==> config.mk <==
export PLATFORM = sky130hd
export DESIGN_NAME = uart_rx_deser
export DESIGN_NICKNAME = d
export VERILOG_FILES = /design/src/rtl/uart_rx_deser.sv
export SDC_FILE = /design/constraint.sdc
export NUM_CORES = 1
export LEC_CHECK = 0
export CAP_MARGIN = 40
export CELL_PAD_IN_SITES_DETAIL_PLACEMENT = 2
export CELL_PAD_IN_SITES_GLOBAL_PLACEMENT = 2
export CORE_AREA = 2 2 90 92
export CTS_CLUSTER_DIAMETER = 30
export DETAILED_ROUTE_END_ITERATION = 10
export DIE_AREA = 0 0 92 94
export PLACE_DENSITY_LB_ADDON = 0.1
export SYNTH_ARGS = -nofsm -noshare
export SYNTH_HDL_FRONTEND = slang
export SYNTH_SLANG_ARGS = --single-unit
==> constraint.sdc <==
create_clock -name clk -period 3.25 [get_ports clk]
set_clock_uncertainty 0.15 [all_clocks]
set_input_delay 0.325 -clock clk [delete_from_list [all_inputs] [get_ports clk]]
set_output_delay 0.325 -clock clk [all_outputs]
set_load 0.01 [all_outputs]
==> src/rtl/uart_rx_deser.sv <==
// UART receiver that packs N_WORDS serial words into one wide output beat.
// Output register follows a valid/ready handshake; backpressure drops packets.
module uart_rx_deser #(
    parameter int CLOCKS_PER_PULSE = 434,
    parameter int BITS_PER_WORD    = 8,
    parameter int W_OUT            = 24
) (
    input  logic             clk,
    input  logic             rst,
    input  logic             rx,
    output logic [W_OUT-1:0] m_data,
    output logic             m_valid,
    input  logic             m_ready,
    output logic             frame_err,
    output logic             overflow
);

    localparam int NW = W_OUT / BITS_PER_WORD;
    localparam int TW = $clog2(CLOCKS_PER_PULSE) + 1;
    localparam int CW = (NW > 1) ? $clog2(NW) : 1;
    localparam int BW = (BITS_PER_WORD > 1) ? $clog2(BITS_PER_WORD) : 1;

    localparam logic [TW-1:0] T_HALF = TW'(CLOCKS_PER_PULSE / 2 - 1);
    localparam logic [TW-1:0] T_FULL = TW'(CLOCKS_PER_PULSE - 1);
    localparam logic [BW-1:0] B_LAST = BW'(BITS_PER_WORD - 1);
    localparam logic [CW-1:0] W_LAST = CW'(NW - 1);

    typedef enum logic [1:0] {IDLE, START, DATA, STOP} state_t;

    state_t                   state_q, state_d;
    logic [1:0]               sync_q;
    logic [TW-1:0]            timer_q, timer_d;
    logic [BW-1:0]            bit_q, bit_d;
    logic [BITS_PER_WORD-1:0] shift_q, shift_d;
    logic [CW-1:0]            wcnt_q, wcnt_d;
    logic [W_OUT-1:0]         asm_q, asm_d;
    logic [W_OUT-1:0]         data_q, data_d;
    logic                     valid_q, valid_d;
    logic                     ferr_q, ferr_d;
    logic                     ovf_q, ovf_d;

    logic rx_s;
    logic half_tick;
    logic full_tick;
    logic load_req;

    assign rx_s      = sync_q[1];
    assign half_tick = (timer_q == T_HALF);
    assign full_tick = (timer_q == T_FULL);

    assign m_data    = data_q;
    assign m_valid   = valid_q;
    assign frame_err = ferr_q;
    assign overflow  = ovf_q;

    // Two-flop synchroniser; resets to the idle-high line level.
    always_ff @(posedge clk or posedge rst) begin
        if (rst) sync_q <= 2'b11;
        else     sync_q <= {sync_q[0], rx};
    end

    // FSM state register.
    always_ff @(posedge clk or posedge rst) begin
        if (rst) state_q <= IDLE;
        else     state_q <= state_d;
    end

    // FSM next state: mid-bit start check, then fixed-period sampling.
    always_comb begin
        state_d = state_q;
        unique case (state_q)
            IDLE:  if (!rx_s) state_d = START;
            START: if (half_tick) state_d = rx_s ? IDLE : DATA;
            DATA:  if (full_tick && bit_q == B_LAST) state_d = STOP;
            STOP:  if (full_tick) state_d = IDLE;
            default: state_d = IDLE;
        endcase
    end

    // FSM outputs: bit timer, shifting, word assembly and output handshake.
    always_comb begin
        timer_d  = timer_q;
        bit_d    = bit_q;
        shift_d  = shift_q;
        wcnt_d   = wcnt_q;
        asm_d    = asm_q;
        data_d   = data_q;
        valid_d  = valid_q;
        ferr_d   = 1'b0;
        ovf_d    = ovf_q;
        load_req = 1'b0;
        unique case (state_q)
            IDLE: timer_d = '0;
            START: begin
                timer_d = half_tick ? '0 : timer_q + TW'(1);
                bit_d   = '0;
            end
            DATA: begin
                timer_d = full_tick ? '0 : timer_q + TW'(1);
                if (full_tick) begin
                    shift_d[bit_q] = rx_s;
                    bit_d          = bit_q + BW'(1);
                end
            end
            STOP: begin
                timer_d = full_tick ? '0 : timer_q + TW'(1);
                if (full_tick) begin
                    if (!rx_s) begin
                        ferr_d = 1'b1;
                    end else begin
                        for (int i = 0; i < NW; i++) begin
                            if (wcnt_q == CW'(i))
                                asm_d[i*BITS_PER_WORD +: BITS_PER_WORD] = shift_q;
                        end
                        if (wcnt_q == W_LAST) begin
                            wcnt_d   = '0;
                            load_req = 1'b1;
                        end else begin
                            wcnt_d = wcnt_q + CW'(1);
                        end
                    end
                end
            end
            default: timer_d = '0;
        endcase
        // A completed packet either lands in the output register or is lost.
        if (load_req) begin
            if (!valid_q || m_ready) begin
                data_d  = asm_d;
                valid_d = 1'b1;
            end else begin
                ovf_d = 1'b1;
            end
        end else if (valid_q && m_ready) begin
            valid_d = 1'b0;
        end
    end

    // Datapath registers.
    always_ff @(posedge clk or posedge rst) begin
        if (rst) begin
            timer_q <= '0;
            bit_q   <= '0;
            shift_q <= '0;
            wcnt_q  <= '0;
            asm_q   <= '0;
            data_q  <= '0;
            valid_q <= 1'b0;
            ferr_q  <= 1'b0;
            ovf_q   <= 1'b0;
        end else begin
            timer_q <= timer_d;
            bit_q   <= bit_d;
            shift_q <= shift_d;
            wcnt_q  <= wcnt_d;
            asm_q   <= asm_d;
            data_q  <= data_d;
            valid_q <= valid_d;
            ferr_q  <= ferr_d;
            ovf_q   <= ovf_d;
        end
    end

endmodule

# Word level (Yosys, flattened, before mapping)
# Cells that the tools add are included.
[word_totals]
in_bits = 4
output_inout_bits = 27
mem_bits_ro = 0
latch_bits = 0
reg_bits = 78
mem_count = 0
ramBits = 0
wordCells = 79
[classes]
shifts = 0
magnitude_cmp = 2
bitwise = 1
n_div = 0
n_addsub = 3
multipliers = 0
reduce_logical = 17
n_mux = 31
n_eq_ne = 14
[op_table]
columns = ["operator", "n"]
rows = [
  ["$mux W24", 3],
  ["$pmux W10 S3", 1],
  ["$mux W8", 3],
  ["$mux W10", 2],
  ["$mux W2", 6],
  ["$mux W1", 11],
  ["$add A10 B1 Y10 const B", 1],
  ["$eq A10 B8 Y1 const B", 1],
  ["$eq A10 B9 Y1 const B", 1],
  ["$ne A2 B2 Y1 const B", 5],
  ["$reduce_and A2 Y1", 5],
  ["$bwmux W8", 1],
  ["$pmux W2 S4", 1],
  ["$eq A2 B2 Y1 const B", 3],
  ["$pmux W3 S2", 1],
  ["$eq A2 B1 Y1 const B", 2],
  ["$logic_not A2 Y1", 2],
  ["$lt A3 B4 Y1 const B", 1],
  ["$reduce_and A4 Y1", 1],
  ["$reduce_bool A2 Y1", 2],
  ["$add A3 B1 Y3 const B", 1],
  ["$demux W1 S3", 1],
  ["$eq A3 B3 Y1 const B", 1],
  ["$ge A3 B1 Y1 const B", 1],
  ["other kinds (9)", 11],
]

# Longest topological paths before layout
[logic_depth]
word_depth = 7
mapped_depth = 8
mapped_depth_nobuf = 6

# Least setup slack after synthesis
# OpenSTA, ideal clock, no wires.
[synth_timing]
path_type = "register -> register"
from = "register timer_q[1]"
to = "register asm_q[0]"
t_arrival_ns = 1.819
setup_ns = 0.125
slack_ns = 1.157
path_stages_with_launch = 7
required_ns = 2.975
path_cell_list = "dfrtp_1 > inv_1 > ha_1 > nor3b_2 > nand4b_1 > nor3_2 > mux2_2"
[synth_via]
elab_chain_cells = 3
[synth_rtl]
columns = ["element", "line", "text"]
rows = [
  ["start: declaration", "32", "logic [TW-1:0] timer_q, timer_d;"],
  ["start signal: assignment", "152", "timer_q <= timer_d;"],
  ["$eq A10 B9 Y1", "49", "assign full_tick = (timer_q == T_FULL);"],
  ["$mux W24", "107", "if (full_tick) begin"],
  ["$mux W24", "92", "unique case (state_q)"],
  ["named net asm_d[0]", "36", "logic [W_OUT-1:0] asm_q, asm_d;"],
  ["end signal: assignment", "156", "asm_q <= asm_d;"],
  ["end: declaration", "36", ""],
]
# The timed path passes the listed nets, and every way through them passes these cells.
# A chain may end at the register's enable or synchronous reset.

# Worst setup path in the final report
[layout_timing]
from = "register timer_q[1]"
to = "register data_q[19] (netlist: m_data[19])"
[layout_via]
elab_chain_cells = 4
elab_cells_between_ends = 6
classes_between = "1 x eq/ne; 4 x mux; 1 x reduce/logical"
[layout_rtl]
columns = ["element", "line", "text"]
rows = [
  ["$eq A10 B9 Y1 *", "49", ""],
  ["$mux W1", "107", ""],
  ["$mux W1", "92", ""],
  ["$reduce_and A2 Y1 (no line)", "n/a", ""],
  ["end signal: assignment", "157", "data_q <= data_d;"],
  ["end: declaration", "37", "logic [W_OUT-1:0] data_q, data_d;"],
]
# Mark *: on every way between the ends. The rest lies on a longest branch, timed or not.

==> results.ini <==
[outcome]
run_status = finished clean

[floorplanning]
die_height_um = 94
start_util = 0.398
core_area_mm2 = 0.00761
io_pins = 31
die_area_mm2 = 0.00865
rows = 32
fp.dieW_um = 92

[setup_path]
max_stage_delay_ns = 0.41
r2r_slack_ns = 0.84
r2r_cells = 7
required_ns = 3.32
slowest_stage = dfrtp_1
crit_path_end_kind = flop
critPathKind = reg -> reg
cp_cell_sequence = inv_1 > ha_1 > nor3b_2 > nand4_2 > nand2b_1 > buf_4 > mux2_2
critical_path_peak_fanout = 24
cp.arrival_ns = 2.47
startpoint_type = flop

[logic_synthesis]
syn_avg_cell_area_um2 = 11.6
synthDistinctLibCells = 40
synth-seq-cells = 70
yosysTopAreaCellShare = 0.562
syn-instance-count = 261
netlist_area_mm2 = 0.00303
yosys.area.top_type = dfrtp_1
synth_edf_count = 0
synth_most_common_cell = dfrtp_1
synth_common_cells = 68 x dfrtp_1, 31 x mux2_2, 27 x o21ai_0
yosysWarnings = 0
synthArstFlopShare = 1.00
synthTopCellsByArea = dfrtp_1 56%, mux2_2 12%, o21ai_0 4.5%
yosysSeqAreaShare = 0.580
synth_ff_type = dfrtp_1
syn_nets = 270

[timing]
max_freq_mhz = 416
tightest_slew_ns = 0.637
finalSetupViolations = 0
slew_viol_final = 0
rsz0062_at_grt = no
slew_headroom = 0.574
finalCritPeriodShare = 0.740
hold_violations = 0
setup_tns_ns = 0
min_period_ns = 2.41

[layout]
seq_area_mm2 = 0.00175
fin_util = 0.475
multi_input_area_mm2 = 0.00115
antenna_cells = 0
syn_to_final_growth_pct = 19.4
final_nets = 300
final_layout_size_suffix_gt1_frac = 0.203
n_fill_cell = 782

[clock_tree]
ctsHoldBuffers = 0
htree_num_levels = 3
cts_num_sinks = 70
root_buffer = clkbuf_8
clkSlewWorstSetupHoldPaths_ns = 0.07
cts_inserted_buffers = 9
cts_resized = 0
insertion_delay_ns = 0.34
post_cts_buffers = 0
cts_tree = built
clock_path_buffers = 2

[detailed_routing]
met2_length_mm = 3.49
wl_per_cell_um = 17.5
top_layer = met4
drtPass1Iterations = 4
routed_wl_mm = 6.98
antenna_left = 0
route.vias.total = 2086
initialDrtViolationCount = 45
met3RoutedLength_um = 147
drc = 0
m1WireLength_mm = 3.24
viasPerCell = 5.24

[global_routing]
grt_start_max_net_pins = 33
grt_pass1_wl_mm = 11.7
antenna_found_initial = 0
grt_pass1_vias = 2236
overflow = 0
grt_usage = 0.177

[power_and_ir_drop]
power.total_uw = 1590
power.leakage_uw = 0.00163
irDropWorstVdd_v = 0.000202
power_density_mw_per_mm2 = 441

[flow_run]
cap_violations = 0

[placement]
port_buffers = 30
dp.final_hpwl_mm = 4.81
gp_congestion = 0.739

[worst_hold_path]
hold_path_class = in -> async

[report_power, final]
group | internal, uW | switching [uW] | leakage (uW) | total [uW]
clock | 372 | 323 | 0.000102 | 696
combinational | 5.07 | 17.7 | 0.000623 | 22.8
sequential | 873 | 2.27 | 0.000909 | 875
[path summary, 6_finish.rpt]
kind,endpoint,from
max in group asynchronous,shift_q[0]$_DFFE_PP0P_,rst
setup / recovery,m_data[19]$_DFFE_PP0P_,timer_q[1]$_DFF_PP0_
min in group clk,sync_q[1]$_DFF_PP1_,sync_q[0]$_DFF_PP1_
setup reg to reg,m_data[19]$_DFFE_PP0P_,timer_q[1]$_DFF_PP0_
hold / removal,asm_q[12]$_DFF_PP0_,rst
hold reg to reg,sync_q[1]$_DFF_PP1_,sync_q[0]$_DFF_PP1_
[stage by stage]
step	std cells	cell area, um^2	setup slack [ns]	hold slack (ns)
6_report	398	3610	0.845	0.169
5_1_grt	398	3610	0.665	0.209
4_1_cts	398	3610	0.804	0.178
2_1_floorplan	261	3030	1.01	0.179
3_5_place_dp	382	3410	0.686	0.198
3_3_place_gp	382	3410	0.846	0.197
[cell usage in the layout, fill, tap and decap left out, types with 4 or more instances in the layout]
master            n
o21ai_0          27
nor2b_1           5
buf_4             4
nor3_1            5
mux2_2           31
ha_1              5
nand2b_1          5
nand3_1           7
and3_1            4
inv_1            12
dfrtp_1          68
xor2_1            4
nor2_1           15
clkdlybuf4s50_1  30
clkbuf_8         10
nand2_1          18
[sequential cells by signal, indices dropped and copies added (netlist names), named ones only]
register   count
m_data        24
m_valid        1
sync_q         2
state_q        1
timer_q       10
wcnt_q         2
shift_q        8
frame_err      1
asm_q         16
overflow       1
bit_q          3
[layer usage]
layer | track usage | vias up
li1 | - | 973
met1 | 0.234 | 1077
met2 | 0.294 | 28
met3 | 0.0257 | 8
met4 | 0.0709 | 0
met5 | 0 | -
[cell families after synthesis]
kind of cell / share of synthesized area
buffers and inverters: 0.0389
xor gates and xnor gates: 0.0203
and+or+nand+nor: 0.155
DFF: 0.580
adders and majority gates: 0.0207
AOI/OAI and AO/OA: 0.0699
muxes: 0.115
[cell type report]
class	count	share of cell area
clock buffers	10	0.0381
multi-input cells	163	0.319
well taps	102	0.0353
clock inverters	6	0.0170
repair buffers	34	0.0914
inverters	13	0.0135
flip-flops and latches	70	0.485
[critical path, delay by kind of cell (launching register included)]
family	cells	cell delay [ns]
buffers and inverters	2	0.33
adder cells (fa/ha/maj)	1	0.13
AND/OR/NAND/NOR	3	0.94
flip-flops	1	0.41
multiplexers	1	0.31
Note: power is estimated with default switching activity, not from simulation.
